**src/rtl/prog_loader_pkg.sv**
```systemverilog
// Shared types and constants for the serial program loader.
// Holds the FSM state encoding, default widths and the high-byte reserved-bit mask.
package prog_loader_pkg;

  localparam int DEFAULT_ADDR_W  = 5;
  localparam int DEFAULT_INSTR_W = 14;

  // Only the low six bits of a high byte carry instruction bits; the rest must be zero.
  localparam logic [7:0] HI_RSVD_MASK = 8'hC0;

  typedef enum logic [2:0] {
    S_IDLE  = 3'd0,
    S_COUNT = 3'd1,
    S_HI    = 3'd2,
    S_LO    = 3'd3,
    S_CHK   = 3'd4,
    S_DONE  = 3'd5,
    S_ERR   = 3'd6
  } state_t;

endpackage

```
**src/rtl/prog_loader.sv**
```systemverilog
// Byte-stream program loader: count byte, N high/low word pairs, XOR checksum.
// Writes each word to program memory as it arrives and stalls the CPU while loading.
module prog_loader
  import prog_loader_pkg::*;
#(
  parameter int ADDR_W    = DEFAULT_ADDR_W,
  parameter int INSTR_W   = DEFAULT_INSTR_W,
  parameter int MAX_WORDS = 2 ** ADDR_W
) (
  input  logic               clock,
  input  logic               rst,
  input  logic               start,
  input  logic [7:0]         rx_data,
  input  logic               rx_valid,
  output logic               rx_ready,
  output logic               wr_en,
  output logic [ADDR_W-1:0]  wr_addr,
  output logic [INSTR_W-1:0] wr_data,
  output logic               cpu_hold,
  output logic               done,
  output logic               err
);

  // One extra bit so a full MAX_WORDS load reaches index == N without wrapping.
  localparam int CNT_W = ADDR_W + 1;

  state_t           state;
  state_t           state_next;
  logic [CNT_W-1:0] index;
  logic [CNT_W-1:0] idx_next;
  logic [CNT_W-1:0] count;
  logic [5:0]       hi_bits;
  logic [7:0]       csum;
  logic             accept;
  logic             count_ok;
  logic             hi_ok;

  assign accept   = rx_valid & rx_ready;
  assign idx_next = index + 1'b1;
  assign count_ok = (rx_data != 8'd0) && (int'(rx_data) <= MAX_WORDS);
  assign hi_ok    = (rx_data & HI_RSVD_MASK) == 8'd0;

  always_ff @(posedge clock) begin
    if (!rst) begin
      state <= S_IDLE;
    end else begin
      state <= state_next;
    end
  end

  always_comb begin
    state_next = state;
    unique case (state)
      S_IDLE, S_DONE, S_ERR: begin
        if (start) state_next = S_COUNT;
      end
      S_COUNT: begin
        if (accept) state_next = count_ok ? S_HI : S_ERR;
      end
      S_HI: begin
        if (accept) state_next = hi_ok ? S_LO : S_ERR;
      end
      S_LO: begin
        if (accept) state_next = (idx_next < count) ? S_HI : S_CHK;
      end
      S_CHK: begin
        if (accept) state_next = (rx_data == csum) ? S_DONE : S_ERR;
      end
      default: state_next = S_IDLE;
    endcase
  end

  always_comb begin
    rx_ready = 1'b0;
    cpu_hold = 1'b0;
    done     = 1'b0;
    err      = 1'b0;
    unique case (state)
      S_COUNT, S_HI, S_LO, S_CHK: begin
        rx_ready = 1'b1;
        cpu_hold = 1'b1;
      end
      S_ERR: begin
        cpu_hold = 1'b1;
        err      = 1'b1;
      end
      S_DONE:  done = 1'b1;
      default: ;
    endcase
  end

  // Datapath: index, stored count, high-byte bits, running checksum and write port.
  // Reset wins over a concurrent low-byte accept, so an aborted load never pulses wr_en.
  always_ff @(posedge clock) begin
    if (!rst) begin
      index   <= '0;
      count   <= '0;
      hi_bits <= '0;
      csum    <= '0;
      wr_en   <= 1'b0;
      wr_addr <= '0;
      wr_data <= '0;
    end else begin
      wr_en <= 1'b0;
      unique case (state)
        S_IDLE, S_DONE, S_ERR: begin
          if (start) begin
            index <= '0;
            csum  <= '0;
          end
        end
        S_COUNT: begin
          if (accept) begin
            count <= CNT_W'(rx_data);
            csum  <= csum ^ rx_data;
          end
        end
        S_HI: begin
          if (accept && hi_ok) begin
            hi_bits <= rx_data[5:0];
            csum    <= csum ^ rx_data;
          end
        end
        S_LO: begin
          if (accept) begin
            wr_en   <= 1'b1;
            wr_addr <= index[ADDR_W-1:0];
            wr_data <= INSTR_W'({hi_bits, rx_data});
            index   <= idx_next;
            csum    <= csum ^ rx_data;
          end
        end
        default: ;
      endcase
    end
  end

endmodule

```
**config.mk**
```make
export PLATFORM = sky130hd
export DESIGN_NAME = prog_loader
export DESIGN_NICKNAME = d
export VERILOG_FILES = /design/src/rtl/prog_loader_pkg.sv /design/src/rtl/prog_loader.sv
export SDC_FILE = /design/constraint.sdc
export NUM_CORES = 1
export LEC_CHECK = 0
export CORE_MARGIN = 8
export CORE_UTILIZATION = 45
export DETAILED_ROUTE_END_ITERATION = 10
export PLACE_DENSITY = 0.64
export SYNTH_ARGS = -nofsm -noshare
export SYNTH_HDL_FRONTEND = slang
export SYNTH_SLANG_ARGS = --single-unit
```
**constraint.sdc**
```tcl
create_clock -name clock -period 3.93 [get_ports clock]
set_clock_uncertainty 0.15 [all_clocks]
set_input_delay 0.5895 -clock clock [delete_from_list [all_inputs] [get_ports clock]]
set_output_delay 0.5895 -clock clock [all_outputs]
set_load 0.005 [all_outputs]
```
==> impl_metrics.yaml, run 1 <==
run_status:
  outcome: "complete, no violations"
drt:
  drt-total-wl_um: 5290
  dr.pass1.iters: 4
  drtIter0Drc: 131
  wl_per_cell_um: 13.7
  viasPerCell: 5.26
  drc: 0
  ant_nets: 0
  vias: 2027
finish:
  multi_input_area_sq_um: 1250
  drive_above_1_share_pct: 4.76
  fillCellCount: 513
  diodes: 0
  seq_area_sq_um: 981
  syn_to_final_growth_pct: 18.3
  nets: 332
synth:
  synthArstFlopShare_pct: 0
  syn_area_sq_um: 2370
  synth_cells: 297
  avgSynthCellArea_sq_um: 7.99
  synth_mux_area_share_pct: 2.95
  seq_area_frac_synth_pct: 41.3
  synth-adder-area-share_pct: 3.16
  synth_top_family_by_area: "simple AND/OR/NAND/NOR gates"
  synth_cell_types: 39
  synthXorXnorAreaFrac_pct: 5.54
  yosys.area.top_type: "dfxtp_1"
  synth_edf_count: 0
  synth_common_cells: "49 x dfxtp_1, 49 x nand2_1, 44 x a21oi_1"
  syn_nets: 315
  yosys.area_share.simple_pct: 21.8
  synth_compound_area_share_pct: 19.2
  synth-seq-cells: 49
  synthFlopType: "dfxtp_1"
  synth_top_area_share_pct: 41.3
  synth_area_leaders: "dfxtp_1 41%, a21oi_1 9.3%, nand2_1 7.7%, xnor2_1 4.4%, nor2_1 4.1%"
  ys.warnings.count: 0
cts:
  post_cts_buffers: 0
  cts_sinks: 49
  cts_root_buffer: "clkbuf_8"
  cts_tree: "yes"
  path_clk_slew_ns: 0.09
  clock_path_buffers: 2
  clk_latency_ns: 0.30
  cts_buffers: 5
  htree_levels: 2
  postCtsHoldBufs: 0
  cts_resized: 0
floorplan:
  num_rows: 26
  dieArea_sq_um: 7850
  initial_utilization_pct: 46.5
  die_w_um: 88.6
  core_sq_um: 5110
  die_height_um: 88.6
  num_io_pins: 36
timing:
  setup_viol: 0
  fin_setup_tns_ns: 0
  period_share_pct: 73.9
  grt_setup_unrepaired: "false"
  slew_violations: 0
  layout_setup_ws_ns: 1.03
  hold_violations: 0
  maxSlewHeadroom_pct: 44.1
  worst_pin_slew_ns: 0.837
  max_freq_mhz: 344
  final.min_clock_period_ns: 2.90
critical_path:
  cp.arrival_ns: 2.16
  path_max_fanout: 17
  critPathLaunchType: "register"
  rr_startpoint: "state[2]"
  required_ns: 3.19
  end_kind: "primary output"
  ff2ff_path_depth: 4
  r2r_slack_ns: 1.40
  path_class: "reg -> out"
  regToRegEndpoint: "state[2]"
placed_design:
  port-buffer-count: 35
  pre_cts_ws_ns: 1.28
  place_hpwl_um: 3590
  gp_congestion: 0.793
min_path:
  worst_hold_startpoint: "wr_addr[2]"
  hold_depth: 2
  min_to: "wr_addr[2]"
  min_path_type: "reg -> reg"
global_routing:
  grt_pass1_wl_um: 8700
  grt_pass1_vias: 1852
  grt_start_max_net_pins: 47
  antenna_found_initial: 0
  overflow: 0
  grt.total_usage_pct: 13.9
power:
  power_leakage_nw: 1.04
  finalPower_mw: 1.37
  vdd_ir_drop_max_uv: 268
  powerDensity_nw_per_um2: 488
run:
  drv_cap: 0
-- area by class of cell --
type / instances / area share (%)
multi-input combinational: 216 / 44.5
clock buffer: 5 / 2.45
sequential: 49 / 34.9
inverter: 7 / 0.936
timing repair buffer: 35 / 12.5
tap: 70 / 3.12
clock inverter: 3 / 1.56
-- state kept, by name (all words and copies together) (netlist names) --
name     cells
count        6
csum         8
hi_bits      6
index        6
state        3
wr_addr      5
wr_data     14
wr_en        1
-- power breakdown --
| group | switching, mW | total, mW | internal (mW) |
|---|---|---|---|
| registers | 0.0749 | 0.609 | 0.534 |
| clock network | 0.175 | 0.366 | 0.191 |
| logic | 0.215 | 0.396 | 0.181 |
| total | 0.465 | 1.37 | 0.906 |
-- placed cells by master, fill, tap and decap left out, types with 4 or more instances in the layout --
| cell | Yosys | layout |
|---|---|---|
| nand2_1 | 49 | 49 |
| dfxtp_1 | 49 | 49 |
| a21oi_1 | 44 | 44 |
| clkdlybuf4s50_1 | 0 | 35 |
| nor2_1 | 26 | 26 |
| xnor2_1 | 12 | 12 |
| nor3_1 | 9 | 9 |
| o21ai_0 | 9 | 9 |
| nand3_1 | 8 | 8 |
| mux2i_1 | 7 | 7 |
| inv_1 | 6 | 6 |
| a21o_1 | 6 | 6 |
| o311a_1 | 6 | 6 |
| ha_1 | 6 | 6 |
| clkbuf_8 | 0 | 5 |
| nor2b_1 | 4 | 4 |
-- logic make-up (layout without fill, tap and decap cells) --
group,Yosys count,count (layout)
DFF,49,49
and+or+nand+nor,112,112
xor gates and xnor gates,15,15
buffers and inverters,32,50
adders and majority gates,6,6
muxes,7,7
AOI/OAI and AO/OA,76,76
-- metrics by stage --
| step | util, % | hold slack, ns | area [sq um] | instances |
|---|---|---|---|---|
| finish | 55.0 | 0.308 | 2810 | 385 |
| global placement | 52.8 | 0.292 | 2700 | 377 |
| floorplan | - | 0.282 | 2370 | 297 |
| CTS | 55.0 | 0.310 | 2810 | 385 |
| detailed placement | 52.8 | 0.297 | 2700 | 377 |
| global route | 55.0 | 0.328 | 2810 | 385 |
-- worst max-delay path: stages (launching register included) --
cell and delay [ns]:
dfxtp_1 0.48, nor2_1 0.67, xnor2_1 0.19, clkdlybuf4s50_1 0.52
-- layer usage --
metal  GRT usage (%)  vias up  part of all wire [%]
met5               0        -                     0
met4            3.69        0                  0.87
met3            3.81        4                   6.0
met2            21.4       46                    45
met1            18.6      934                    48
li1                -     1043                     -
-- worst max-delay path by stage --
stage | start | endpoint | slack, ns | cells after the start
final | state[0] | rx_ready | 1.03 | 3
after floorplan | index[0] | state[2] | 1.88 | 9
after detailed placement | rx_valid | index[2] | 1.28 | 5
after global routing | state[0] | rx_ready | 0.88 | 3
after global placement | state[0] | rx_ready | 1.33 | 3
after CTS | state[0] | rx_ready | 1.01 | 3
No activity file was read; power rests on OpenSTA's default activity.
==> run 2: changes to the inputs <==
==> constraint.sdc (replaced) <==
create_clock -name clock -period 2.7 [get_ports clock]
set_clock_uncertainty 0.15 [all_clocks]
set_input_delay 0.405 -clock clock [delete_from_list [all_inputs] [get_ports clock]]
set_output_delay 0.405 -clock clock [all_outputs]
set_load 0.005 [all_outputs]
==> run 2 against run 1 <==
Against the previous run: largest cell class unchanged; highest routed layer unchanged; first-iteration DRC count decreased by 24%; non-clock buffer count increased by 12; critical path depth unchanged; global-route usage increased by 0.89 points; design area increased by 2.8%; largest power group unchanged; total power increased by 42%; wire length increased by 5.9%; worst setup slack got worse by 0.89 ns; critical path type unchanged.
==> impl_metrics.yaml, run 2 (synthesized netlist as in run 1, its figures left out) <==
floorplan:
  num_io_pins: 36
  dieArea_sq_um: 7850
  num_rows: 26
  core_sq_um: 5110
  die_height_um: 88.6
  die_w_um: 88.6
  initial_utilization_pct: 46.5
finish:
  nets: 344
  syn_to_final_growth_pct: 21.6
  final_cell_mix: "49 x nand2_1, 49 x dfxtp_1, 44 x a21oi_1"
  seq_area_sq_um: 981
  reg_top3: "wr_data: 14 flops, csum: 8 flops"
  design_area_sq_um: 2890
  multi_input_area_sq_um: 1250
  largest_register_ff_count: 14
  diodes: 0
  fillCellCount: 516
  drive_above_1_share_pct: 7.95
  regMostFlops: "wr_data"
timing:
  maxSlewHeadroom_pct: 45.6
  worst_pin_slew_ns: 0.814
  layout_setup_ws_ns: 0.138
  max_freq_mhz: 390
  period_share_pct: 94.9
  final.min_clock_period_ns: 2.56
  setup_viol: 0
  fin_setup_tns_ns: 0
  hold_slack_ns: 0.305
  grt_setup_unrepaired: "false"
  slew_violations: 0
  hold_violations: 0
critical_path:
  r2r_slack_ns: 0.48
  rr_startpoint: "index[0]"
  regToRegEndpoint: "state[2]"
  required_ns: 2.14
  critPathLaunchType: "register"
  path_class: "reg -> out"
  end_kind: "primary output"
  cp.arrival_ns: 2.01
  path_max_fanout: 25
  cp_slowest_cell: "dfxtp_1"
  critPathMaxStageDelay_ns: 0.86
  cp_cell_sequence: "nor3_1 > a21oi_1 > clkdlybuf4s50_1"
  ff2ff_path_depth: 9
cts:
  cts_buffers: 5
  cts_resized: 0
  clock_path_buffers: 2
  cts_sinks: 49
  postCtsHoldBufs: 0
  cts_root_buffer: "clkbuf_8"
  post_cts_buffers: 0
  clk_latency_ns: 0.30
  htree_levels: 2
  path_clk_slew_ns: 0.09
  cts_tree: "yes"
global_routing:
  grt_pass1_vias: 1877
  overflow: 0
  grt_start_max_net_pins: 44
  antenna_found_initial: 0
  grt_pass1_wl_um: 9070
  grt.total_usage_pct: 14.8
drt:
  dr.pass1.iters: 4
  drc: 0
  viasPerCell: 5.19
  wl_per_cell_um: 14.1
  drt-total-wl_um: 5600
  vias: 2062
  ant_nets: 0
  drtIter0Drc: 99
run:
  drv_cap: 0
placed_design:
  pre_cts_ws_ns: 0.455
  place_hpwl_um: 3910
  dpl_cell_area_sq_um: 2800
  gp_congestion: 0.806
  port-buffer-count: 35
min_path:
  min_path_type: "reg -> reg"
  worst_hold_startpoint: "wr_addr[3]"
  min_to: "wr_addr[3]"
  hold_depth: 2
power:
  finalPower_mw: 1.95
  powerDensity_nw_per_um2: 676
  vdd_ir_drop_max_uv: 315
  power_leakage_nw: 1.08
run_status:
  outcome: "complete, no violations"
-- run 2: cell count changes in the layout (fill, tap and decap cells not counted) --
cell and delta:
buf_12 +1, buf_4 +11, bufinv_16 -1, clkbuf_1 +1
clkinv_2 -1, clkinvlp_4 +2, inv_6 -1
-- run 2: layer usage --
metal | up-vias | part of all wire (%) | GRT usage, %
met2 | 49 | 44 | 22.6
met1 | 942 | 49 | 19.1
met3 | 6 | 5.7 | 4.27
met4 | 0 | 1.4 | 5.53
li1 | 1065 | - | -
met5 | - | 0 | 0
-- run 2: power breakdown --
group	total, mW	switching (mW)	internal [mW]
combinational	0.633	0.331	0.303
clock	0.434	0.251	0.183
sequential	0.882	0.105	0.778
-- run 2: worst max-delay path, delay by kind of cell (launching register included) --
kind            cells  cell delay, ns
buf+inv             1            0.52
compound gates      1            0.15
simple gates        1            0.17
flops               1            0.86
-- run 2: how the worst max path moves through the flow --
stage	endpoint	startpoint	slack [ns]
after floorplan	state[2]	index[0]	0.65
after global placement	csum[3]	rx_valid	0.45
after detailed placement	csum[5]	rx_valid	0.46
after CTS	cpu_hold	state[2]	0.13
after global routing	cpu_hold	state[2]	0.03
final	cpu_hold	state[2]	0.14
-- run 2: final cells by class --
type / instances / share of cell area, %
flip-flops and latches: 49 / 34.0
well taps: 70 / 3.04
repair buffers: 47 / 15.7
clock buffers: 6 / 2.52
clock inverters: 2 / 0.520
inverters: 7 / 0.911
multi-input cells: 216 / 43.3
-- run 2: metrics by stage --
step | util [%] | cells
after floorplan | - | 297
after global placement | 54.8 | 389
after CTS | 56.5 | 397
final | 56.5 | 397
after detailed placement | 54.8 | 389
after global routing | 56.5 | 397
==> run 3: changes to the inputs <==
--- a/config.mk
+++ b/config.mk
@@ -5,10 +5,10 @@
 export SDC_FILE = /design/constraint.sdc
 export NUM_CORES = 1
 export LEC_CHECK = 0
-export CORE_MARGIN = 8
 export CORE_UTILIZATION = 45
 export DETAILED_ROUTE_END_ITERATION = 10
 export PLACE_DENSITY = 0.64
+export SETUP_SLACK_MARGIN = 0.2
 export SYNTH_ARGS = -nofsm -noshare
 export SYNTH_HDL_FRONTEND = slang
 export SYNTH_SLANG_ARGS = --single-unit
==> run 3 against run 2 <==
Against the previous run: critical path depth up 6; total power up 6.0%; worst hold slack better by 0.0050 ns; non-clock buffer count down 1; die area down 29%; sequential cell count unchanged; fmax up 13%; final cell count down 0.25%; sequential power down 3.3%; first-iteration DRC count up 25%; critical endpoint is now state[2]; largest cell class unchanged.
==> impl_metrics.yaml, run 3 (synthesized netlist as in run 1, its figures left out) <==
cts:
  htree_levels: 2
  postCtsHoldBufs: 0
  cts_root_buffer: "clkbuf_8"
  clk_latency_ns: 0.30
  clock_path_buffers: 2
  post_cts_buffers: 0
  cts_buffers: 5
  path_clk_slew_ns: 0.10
  cts_tree: "yes"
  cts_sinks: 49
run:
  drv_cap: 0
run_status:
  outcome: "complete, no violations"
finish:
  reg_top3: "wr_data: 14 flops, csum: 8 flops"
  largest_register_ff_count: 14
  mostFrequentLayoutCell: "nand2_1"
  nets: 343
  syn_to_final_growth_pct: 22.9
  regMostFlops: "wr_data"
  post-route-util_pct: 57.1
  drive_above_1_share_pct: 8.28
  diodes: 0
  fillCellCount: 507
  final_cell_mix: "49 x nand2_1, 48 x dfxtp_1, 44 x a21oi_1"
floorplan:
  initial_utilization_pct: 46.5
  dieArea_sq_um: 5570
  num_io_pins: 36
  core_sq_um: 5110
  die_w_um: 74.6
  num_rows: 26
  die_height_um: 74.6
timing:
  fin_setup_tns_ns: 0
  maxSlewHeadroom_pct: 62.9
  period_share_pct: 84.3
  grt_setup_unrepaired: "false"
  worst_pin_slew_ns: 0.555
  max_freq_mhz: 439
  final.min_clock_period_ns: 2.28
  setup_viol: 0
  hold_violations: 0
  slew_violations: 0
power:
  p_clk_share_pct: 26.1
  power_leakage_nw: 1.11
  seqPwrFrac_pct: 41.2
  powerDensity_nw_per_um2: 709
  sw_frac_of_total_pct: 33.9
  vdd_ir_drop_max_uv: 278
  p_switching_mw: 0.702
  intPower_mw: 1.37
  p_comb_share_pct: 32.7
placed_design:
  port-buffer-count: 35
  place_hpwl_um: 3730
  gp_congestion: 0.798
critical_path:
  cp_top_family: "compound AO/OA/AOI/OAI gates"
  critPathMaxStageDelay_ns: 0.43
  cp_cell_sequence: "ha_1 > nand3_1 > xnor2_1 > ha_1 > a21o_1 > a21oi_1 > o21a_1 > o21ai_0 > a21o_1"
  required_ns: 2.75
  end_kind: "register"
  cp_num_buf_inv: 0
  critPathLaunchType: "register"
  path_class: "reg -> reg"
  path_max_fanout: 6
  cp_slowest_cell: "dfxtp_1"
  cp.arrival_ns: 2.32
drt:
  wl_per_cell_um: 13.7
  drtIter0Drc: 124
  drt-total-wl_um: 5440
  ant_nets: 0
  viasPerCell: 5.18
  dr.pass1.iters: 4
  vias: 2050
  drc: 0
global_routing:
  grt.total_usage_pct: 20.6
  antenna_found_initial: 0
  grt_start_max_net_pins: 40
  grt_pass1_vias: 1732
  grt_pass1_wl_um: 8680
  overflow: 0
min_path:
  min_path_type: "reg -> reg"
==> run 3: cell count changes in the layout (fill, tap and decap cells not counted), sizes merged <==
cell / before / now
buf: 12 / 11
bufinv: 0 / 1
clkinv: 0 / 1
clkinvlp: 2 / 0
clkbuf: 6 / 5
inv: 7 / 8
==> run 3: worst register-to-register path, delay by kind of cell, from the launching register on <==
| family | cells | cell delay (ns) |
|---|---|---|
| compound gates | 5 | 0.72 |
| flops | 1 | 0.43 |
| fa+ha+maj | 2 | 0.54 |
| simple gates | 1 | 0.11 |
| xor+xnor | 1 | 0.21 |
==> run 3: final cells by class <==
cell class                      count  area, sq um  share of cell area, %
Inverter                            7         26.3                  0.901
Timing Repair Buffer               46          458                   15.7
Sequential cell                    49          982                   33.7
Clock buffer                        5         68.8                   2.36
Multi-Input combinational cell    216         1250                   42.9
Tap cell                           70         87.6                   3.00
Clock inverter                      3         43.8                   1.50
==> run 3: final timing paths <==
check                           startpoint    endpoint  slack [ns]  cells after the start
worst min-delay path            wr_addr[2]  wr_addr[2]        0.31                      2
worst max register to register    index[0]    state[2]        0.42                      9
worst min register to register  wr_addr[2]  wr_addr[2]        0.31                      2
worst max-delay path              index[0]    state[2]        0.42                      9
==> run 3: power by group through the flow <==
stage	Combinational, mW	Sequential [mW]	Clock, mW
2_1_floorplan	0.493	0.821	0
3_3_place_gp	0.662	0.866	0
3_5_place_dp	0.673	0.867	0
4_1_cts	0.675	0.851	0.549
5_1_grt	0.745	0.864	0.582
6_report	0.676	0.853	0.539
==> run 3: per-layer routing <==
layer / GRT usage [%] / wire length [um] / vias to the layer above
met5: 0 / 0 / -
met4: 5.66 / 39 / 0
met3: 3.61 / 202 / 2
met2: 32.5 / 2520 / 44
met1: 28.9 / 2680 / 940
li1: - / - / 1064
==> run 3: what timing repair did <==
item | in CTS | in global routing
endpoints found under the hold margin | 0 | 0
setup endpoints to repair | 0 | 1
gates resized for setup | 0 | 1
==> run 3: through the flow <==
stage | cells | power (mW) | worst slack (ns) | cell area (sq um) | hold WS, ns
floorplan | 297 | 1.31 | 0.654 | 2370 | 0.282
global placement | 388 | 1.53 | 0.374 | 2800 | 0.292
detailed placement | 388 | 1.54 | 0.330 | 2800 | 0.299
CTS | 396 | 2.08 | 0.245 | 2920 | 0.313
global route | 396 | 2.19 | 0.265 | 2920 | 0.334
finish | 396 | 2.07 | 0.423 | 2920 | 0.310
